===== src/rtl/usart_rx_buffer.sv =====
// Receive buffer behind usart_rx: synchronised handshake capture into a show-ahead byte FIFO.
// Optional registered RTS flow control when USART_RX_BUFFER_FLOW_EN is defined.
module usart_rx_buffer #(
    parameter int unsigned DEPTH_LOG2    = 4,
    parameter int unsigned RTS_THRESHOLD = 12
) (
    input  logic                  comm_clock,
    input  logic                  reset_n,
    input  logic                  rx_available,
    input  logic [7:0]            rx_data,
    input  logic                  rx_error,
    output logic                  rx_acknowledge,
    input  logic                  read_strobe,
    output logic [7:0]            data_out,
    output logic                  data_valid,
    output logic [DEPTH_LOG2:0]   count,
    output logic                  overrun,
    output logic                  frame_error,
    input  logic                  clear_errors,
    output logic                  rts_n
);

    localparam int unsigned Depth = 1 << DEPTH_LOG2;
    localparam logic [DEPTH_LOG2:0] FullCount = {1'b1, {DEPTH_LOG2{1'b0}}};

    typedef enum logic [0:0] {StIdle, StAck} state_e;

    state_e                state_q, state_d;
    logic                  avail_meta_q, avail_s_q;
    logic [7:0]            mem [Depth];
    logic [DEPTH_LOG2-1:0] wr_ptr_q, rd_ptr_q;
    logic [DEPTH_LOG2:0]   count_q, count_d;
    logic                  overrun_q, overrun_d;
    logic                  frame_error_q, frame_error_d;
    logic                  capture, push, pop;

    always_ff @(posedge comm_clock or negedge reset_n) begin
        if (!reset_n) begin
            avail_meta_q <= 1'b0;
            avail_s_q    <= 1'b0;
        end else begin
            avail_meta_q <= rx_available;
            avail_s_q    <= avail_meta_q;
        end
    end

    always_ff @(posedge comm_clock or negedge reset_n) begin
        if (!reset_n) begin
            state_q <= StIdle;
        end else begin
            state_q <= state_d;
        end
    end

    // One capture per handshake: only IDLE samples the byte, ACK waits for avail_s to fall.
    always_comb begin
        state_d = state_q;
        capture = 1'b0;
        unique case (state_q)
            StIdle: begin
                if (avail_s_q) begin
                    capture = 1'b1;
                    state_d = StAck;
                end
            end
            StAck: begin
                if (!avail_s_q) begin
                    state_d = StIdle;
                end
            end
            default: state_d = StIdle;
        endcase
    end

    assign rx_acknowledge = (state_q == StAck);

    assign pop  = read_strobe && (count_q != '0);
    // A pop in the same cycle frees a slot, so a full FIFO can still accept.
    assign push = capture && ((count_q != FullCount) || pop);

    always_comb begin
        count_d = count_q;
        unique case ({push, pop})
            2'b10:   count_d = count_q + 1'b1;
            2'b01:   count_d = count_q - 1'b1;
            default: count_d = count_q;
        endcase
    end

    // Set beats clear when both happen in the same cycle.
    assign overrun_d     = (overrun_q && !clear_errors) || (capture && !push);
    assign frame_error_d = (frame_error_q && !clear_errors) || (capture && rx_error);

    always_ff @(posedge comm_clock or negedge reset_n) begin
        if (!reset_n) begin
            wr_ptr_q      <= '0;
            rd_ptr_q      <= '0;
            count_q       <= '0;
            overrun_q     <= 1'b0;
            frame_error_q <= 1'b0;
        end else begin
            if (push) wr_ptr_q <= wr_ptr_q + 1'b1;
            if (pop)  rd_ptr_q <= rd_ptr_q + 1'b1;
            count_q       <= count_d;
            overrun_q     <= overrun_d;
            frame_error_q <= frame_error_d;
        end
    end

    always_ff @(posedge comm_clock) begin
        if (push) begin
            mem[wr_ptr_q] <= rx_data;
        end
    end

    assign data_valid  = (count_q != '0);
    assign data_out    = data_valid ? mem[rd_ptr_q] : 8'h00;
    assign count       = count_q;
    assign overrun     = overrun_q;
    assign frame_error = frame_error_q;

`ifdef USART_RX_BUFFER_FLOW_EN
    localparam logic [DEPTH_LOG2:0] RtsLevel = RTS_THRESHOLD[DEPTH_LOG2:0];

    logic rts_q;

    always_ff @(posedge comm_clock or negedge reset_n) begin
        if (!reset_n) begin
            rts_q <= 1'b0;
        end else begin
            rts_q <= (count_d >= RtsLevel);
        end
    end

    assign rts_n = rts_q;
`else
    assign rts_n = 1'b0;
`endif

endmodule


===== config.mk =====
export PLATFORM = sky130hd
export DESIGN_NAME = usart_rx_buffer
export DESIGN_NICKNAME = d
export VERILOG_FILES = /design/src/rtl/usart_rx_buffer.sv
export SDC_FILE = /design/constraint.sdc
export NUM_CORES = 1
export LEC_CHECK = 0
export CORE_MARGIN = 1
export CORE_UTILIZATION = 25
export DETAILED_ROUTE_END_ITERATION = 10
export PLACE_DENSITY = 0.48
export SLEW_MARGIN = 20
export SYNTH_ARGS = -nofsm -noshare
export SYNTH_HDL_FRONTEND = slang
export SYNTH_SLANG_ARGS = --single-unit

===== constraint.sdc =====
create_clock -name comm_clock -period 3.1 [get_ports comm_clock]
set_input_delay 0.62 -clock comm_clock [delete_from_list [all_inputs] [get_ports comm_clock]]
set_output_delay 0.62 -clock comm_clock [all_outputs]
set_load 0.01 [all_outputs]

==> impl_metrics.json, run 1 <==
{
  "status": "completed",
  "fmax_ghz": 0.337,
  "top_level_ports": 32,
  "synth_area_mm2": 0.00594,
  "grt_pass1_wl_um": 18200,
  "grt_util_met3": 0.0278,
  "hold_buffers": 0,
  "total_power_mw": 6.39,
  "whs_ps": 348,
  "cts_buffers": 17,
  "worst_clock_skew_ps": 9.96,
  "antenna_found_initial": 0,
  "irDropWorstVdd_v": 0.000326,
  "dr_total_vias": 2820,
  "fillers": 2271,
  "area_growth_syn_to_layout_pct": 23.8,
  "antenna_cells": 0,
  "final_cell_mix": "edfxtp_1 (128), mux4_2 (32), clkdlybuf4s50_1 (22), buf_4 (20)",
  "nNetsFinal": 389,
  "total_leakage_power_nw": 2.45,
  "cap_viol_max_count": 0,
  "synthArstFlopShare": 0.123,
  "viasPerCell": 4.05,
  "finalSetupViolations": 0,
  "grt_pass1_vias": 3067,
  "worstMarginPinSlew_ps": 934,
  "rsz0062_at_grt": "no",
  "grt_start_max_net_pins": 28,
  "fp.coreArea_mm2": 0.0234,
  "path_clk_slew_ps": 60,
  "met1_usage": 0.121,
  "synth_nets": 331,
  "synth-edff-count": 128,
  "hold_viol_final": 0,
  "die_h_um": 156,
  "wire_per_inst_um": 16.7,
  "cp_slowest_cell": "mux4_2",
  "drive_gt1_frac": 0.270,
  "gp_congestion": 0.707,
  "track_usage": 0.105,
  "cp.buffers_inverters": 2,
  "io_buffers": 30,
  "clockRootBuffer": "clkbuf_16",
  "synth.avg_cell_area_um2": 19.3,
  "die_w_um": 156,
  "crit_path_start_kind": "register",
  "start_util": 0.254,
  "cp.arrival_ps": 2340,
  "clock-sinks": 146,
  "fin_cells": 697,
  "dpl.hpwl_um": 7430,
  "wl_um": 11600,
  "worst-path-max-fanout": 8,
  "ys.flop_type": "edfxtp_1",
  "mostFrequentLayoutCell": "edfxtp_1",
  "cts_max_level": 4,
  "hold_class": "register to register",
  "rows": 56,
  "synth_cell_types": 36,
  "timing.setup.tns_ps": 0,
  "drc": 0,
  "grt_util_met2": 0.183,
  "p_per_area_mw_per_mm2": 869,
  "grt_busiest_layer": "met2",
  "seq_area_frac_synth": 0.723,
  "ys_warn_count": 0,
  "ys_seq_elements": 146,
  "fin_crit_ps": 2960,
  "synthCells": 308,
  "die_area_mm2": 0.0244,
  "slew_headroom": 0.375,
  "drtPass1Iterations": 4,
  "cts_tree": "built",
  "crit_chain": "buf_12, mux4_2, mux2_2, o21ai_1, a21oi_1, dlygate4sd2_1",
  "finalCritPeriodShare": 0.956,
  "fin_util": 0.314,
  "critPathTopFamily": "multiplexers",
  "max_stage_delay_ps": 500,
  "cp-end-kind": "output port",
  "first_iter_violations": 244,
  "clock_path_buffers": 2,
  "clk_latency_ps": 410,
  "drv_slew": 0,
  "critPathKind": "register to output port",
  "placedCellCount": 664,
  "grt.overflow.total": 0,
  "antenna_left": 0,
  "required_ps": 2480
}
## power by group
part	switching, mW	internal (mW)	leakage [nW]
logic	0.917	1.08	0.822
clock network	0.821	1.04	0.260
registers	0.209	2.32	1.37
## timing repair
item | CTS | global route
endpoints found under the setup margin | 8 | 0
resized for setup | 8 | 0
setup buffers | 1 | 0
## cell type report
class                      count  area [µm²]  area share
clock buffer                  17         425      0.0579
clock inverter                14         118      0.0160
inverter                       4        15.0     0.00204
multi-input combinational    142        1550       0.210
sequential                   146        4300       0.584
tap                          319         399      0.0543
timing repair buffer          55         553      0.0752
## metrics by stage
step                setup slack (ps)  cell area [µm²]
floorplan                        642             5940
global placement                 316             6780
detailed placement               313             6780
CTS                             97.1             7350
global route                    27.1             7350
finish                           136             7350
## metal layers
| metal | wire [µm] | vias to the layer above |
|---|---|---|
| li1 | - | 1337 |
| met1 | 5030 | 1447 |
| met2 | 6220 | 30 |
| met3 | 226 | 6 |
| met4 | 133 | 0 |
| met5 | 0 | - |
## sequential cells by signal, indices dropped and copies added (netlist names)
| signal | count |
|---|---|
| avail_s_q | 1 |
| frame_error | 1 |
| rd_ptr_q | 4 |
| rx_acknowledge | 1 |
| count | 5 |
| overrun | 1 |
| mem | 128 |
| avail_meta_q | 1 |
| wr_ptr_q | 4 |
## path summary, 6_finish.rpt
check                                        start                      end  slack (ps)  depth (start not counted)
max                        rd_ptr_q[1]$_DFFE_PN0P_              data_out[3]         140                          6
min                         avail_meta_q$_DFF_PN0_      avail_s_q$_DFF_PN0_         350                          0
max reg2reg                   count[0]$_DFFE_PN0P_     count[4]$_DFFE_PN0P_         420                          8
min reg2reg                 avail_meta_q$_DFF_PN0_      avail_s_q$_DFF_PN0_         350                          0
max in group asynchronous                  reset_n  rd_ptr_q[1]$_DFFE_PN0P_        1730                          1
min in group asynchronous                  reset_n    frame_error$_DFF_PN0_         730                          1
## cells in the mapped netlist, drive strengths merged, types with 2 or more instances
| master | count | area, µm² |
|---|---|---|
| nand2 | 9 | 33.8 |
| o211ai | 2 | 15.0 |
| nand3 | 5 | 25.0 |
| mux2i | 9 | 103 |
| o21ai | 12 | 71.3 |
| mux4 | 32 | 721 |
| mux2 | 13 | 146 |
| xor2 | 3 | 26.3 |
| xnor2 | 6 | 52.6 |
| inv | 4 | 15.0 |
| dfrtp | 18 | 450 |
| nand2b | 4 | 25.0 |
| ha | 8 | 100 |
| a21oi | 11 | 55.1 |
| edfxtp | 128 | 3840 |
| clkbuf | 3 | 11.3 |
| buf | 13 | 73.8 |
| nor2 | 14 | 52.6 |
| nor3 | 4 | 20.0 |
## worst reg2reg max path, delay by kind of cell (launching register included)
family	cells	cell delay, ps
flip-flops	1	500
adder cells (fa/ha/maj)	1	340
AND/OR/NAND/NOR	3	870
AO/OA/AOI/OAI	4	870
## cells by family after synthesis
kind of cell | count (synthesis) | synth area share
flip-flops | 146 | 0.723
multiplexers | 54 | 0.163
AND/OR/NAND/NOR | 41 | 0.0352
AO/OA/AOI/OAI | 28 | 0.0280
buffers and inverters | 20 | 0.0168
adder cells (fa/ha/maj) | 9 | 0.0202
XOR/XNOR | 9 | 0.0133
other | 1 | 0.000631
Power figures use the tool's default switching activity.
==> run 2: changes to the inputs <==
- SKIP_CTS_REPAIR_TIMING: not set -> 1
- TNS_END_PERCENT: not set -> 100
==> run 2 against run 1 <==
Core utilization up 0.22 points. Die area unchanged. Clock power about the same. Via count up 1.5%. Hold slack about the same. Global-route usage down 0.10 points. Count of clock-buffer cells in the layout unchanged. Sequential cell count unchanged. Final area up 0.71%. First-iteration DRC count up 4.5%. Sequential power about the same. Combinational power up 4%. Critical endpoint unchanged. Highest routed layer unchanged.
==> impl_metrics.json, run 2 (same netlist as run 1, synthesis figures left out) <==
{
  "placedCellCount": 664,
  "die_h_um": 156,
  "start_util": 0.254,
  "crit_chain": "buf_12, mux4_2, mux2_2, o21ai_1, a21oi_1, dlymetal6s2s_1",
  "gp_congestion": 0.707,
  "clock-sinks": 146,
  "clock_path_buffers": 2,
  "antenna_left": 0,
  "worst_clock_skew_ps": 10.4,
  "total_power_mw": 6.48,
  "antenna_found_initial": 0,
  "required_ps": 2480,
  "drtPass1Iterations": 4,
  "first_iter_violations": 255,
  "rsz0062_at_grt": "no",
  "place_area_mm2": 0.00678,
  "worstMarginPinSlew_ps": 927,
  "fmax_ghz": 0.352,
  "whs_ps": 348,
  "hold_viol_final": 0,
  "antenna_cells": 0,
  "die_w_um": 156,
  "area_growth_syn_to_layout_pct": 24.6,
  "track_usage": 0.103,
  "cts_max_level": 4,
  "fp.coreArea_mm2": 0.0234,
  "grt_pass1_vias": 3050,
  "rows": 56,
  "wl_um": 11800,
  "drv_slew": 0,
  "die_area_mm2": 0.0244,
  "worst-path-max-fanout": 8,
  "cp-end-kind": "output port",
  "crit_path_start_kind": "register",
  "regMostFlops": "mem",
  "finalCritPeriodShare": 0.916,
  "clk_latency_ps": 410,
  "timing.setup.tns_ps": 0,
  "drive_gt1_frac": 0.277,
  "reg2reg_from": "count[0]$_DFFE_PN0P_",
  "dpl.hpwl_um": 7430,
  "irDropWorstVdd_v": 0.000336,
  "grt.overflow.total": 0,
  "dr_total_vias": 2862,
  "cts_tree": "built",
  "largest_register_ffs": 128,
  "cp_slowest_cell": "mux4_2",
  "cap_viol_max_count": 0,
  "wire_per_inst_um": 17.0,
  "fillers": 2270,
  "grt_start_max_net_pins": 28,
  "mostFrequentLayoutCell": "edfxtp_1",
  "p_per_area_mw_per_mm2": 875,
  "total_leakage_power_nw": 2.51,
  "path_clk_slew_ps": 60,
  "critPathKind": "register to output port",
  "fin_cells": 698,
  "min-delay-start": "avail_meta_q$_DFF_PN0_",
  "slew_headroom": 0.380,
  "io_buffers": 30,
  "cp.arrival_ps": 2220,
  "fin_crit_ps": 2840,
  "drc": 0,
  "nNetsFinal": 390,
  "status": "completed",
  "hold_class": "register to register",
  "max_stage_delay_ps": 490,
  "design_area_mm2": 0.00741,
  "viasPerCell": 4.10,
  "clockRootBuffer": "clkbuf_16",
  "final_cell_mix": "edfxtp_1 (128), mux4_2 (32), clkdlybuf4s50_1 (22), buf_4 (20), clkbuf_16 (19)",
  "grt_pass1_wl_um": 18100,
  "finalSetupViolations": 0,
  "top_level_ports": 32,
  "cts_buffers": 17,
  "worstSetupStartpoint": "rd_ptr_q[1]$_DFFE_PN0P_"
}
## run 2: cell types whose count changed in the layout (fill, tap and decap cells not counted), sizes merged
cell and delta:
bufbuf -1, clkbuf +2, dlygate4sd2 -8, dlymetal6s2s +8
## run 2: cell type report
class | instances | area (µm²) | area share
clock inverters | 14 | 118 | 0.0159
flip-flops and latches | 146 | 4300 | 0.580
well taps | 319 | 399 | 0.0539
multi-input cells | 142 | 1550 | 0.209
repair buffers | 56 | 601 | 0.0811
clock buffers | 17 | 425 | 0.0574
inverters | 4 | 15.0 | 0.00203
## run 2: critical path: cells and delay by family, from the launching register on
| kind | cells | cell delay [ps] |
|---|---|---|
| buffers and inverters | 2 | 360 |
| AOI/OAI and AO/OA | 2 | 250 |
| DFF | 1 | 420 |
| muxes | 2 | 770 |
## run 2: worst paths after layout
path | depth (start not counted) | slack (ps) | to
min in group asynchronous | 1 | 740 | frame_error$_DFF_PN0_
setup reg to reg | 8 | 400 | count[4]$_DFFE_PN0P_
hold / removal | 0 | 350 | avail_s_q$_DFF_PN0_
setup / recovery | 6 | 260 | data_out[3]
max in group asynchronous | 1 | 1740 | rd_ptr_q[0]$_DFFE_PN0P_
hold reg to reg | 0 | 350 | avail_s_q$_DFF_PN0_
## run 2: per-stage QoR
stage / utilization / setup WS [ps]
final: 0.316 / 261
after global routing: 0.316 / 141
after CTS: 0.313 / -150
after detailed placement: 0.290 / 313
after global placement: 0.290 / 316
after floorplan: - / 642
## run 2: report_power, final
group          switching, mW  total, mW  internal, mW  leakage, nW
clock                  0.815       1.86          1.04        0.260
sequential             0.221       2.54          2.32         1.37
combinational          0.940       2.08          1.14        0.884
total                   1.98       6.48          4.51         2.51
## run 2: metal layers
| metal | share of wire | vias to the layer above | GRT usage | wire length, µm |
|---|---|---|---|---|
| met4 | 0.0084 | 0 | 0.0420 | 99 |
| li1 | - | 1336 | - | - |
| met5 | 0 | - | 0 | 0 |
| met1 | 0.43 | 1477 | 0.120 | 5040 |
| met2 | 0.53 | 45 | 0.181 | 6330 |
| met3 | 0.032 | 4 | 0.0278 | 381 |
==> run 3: changes to the inputs <==
- SLEW_MARGIN: 20 -> not set
==> results of run 3 <==
Final layout, timing and power as in run 2 (identical DEF).
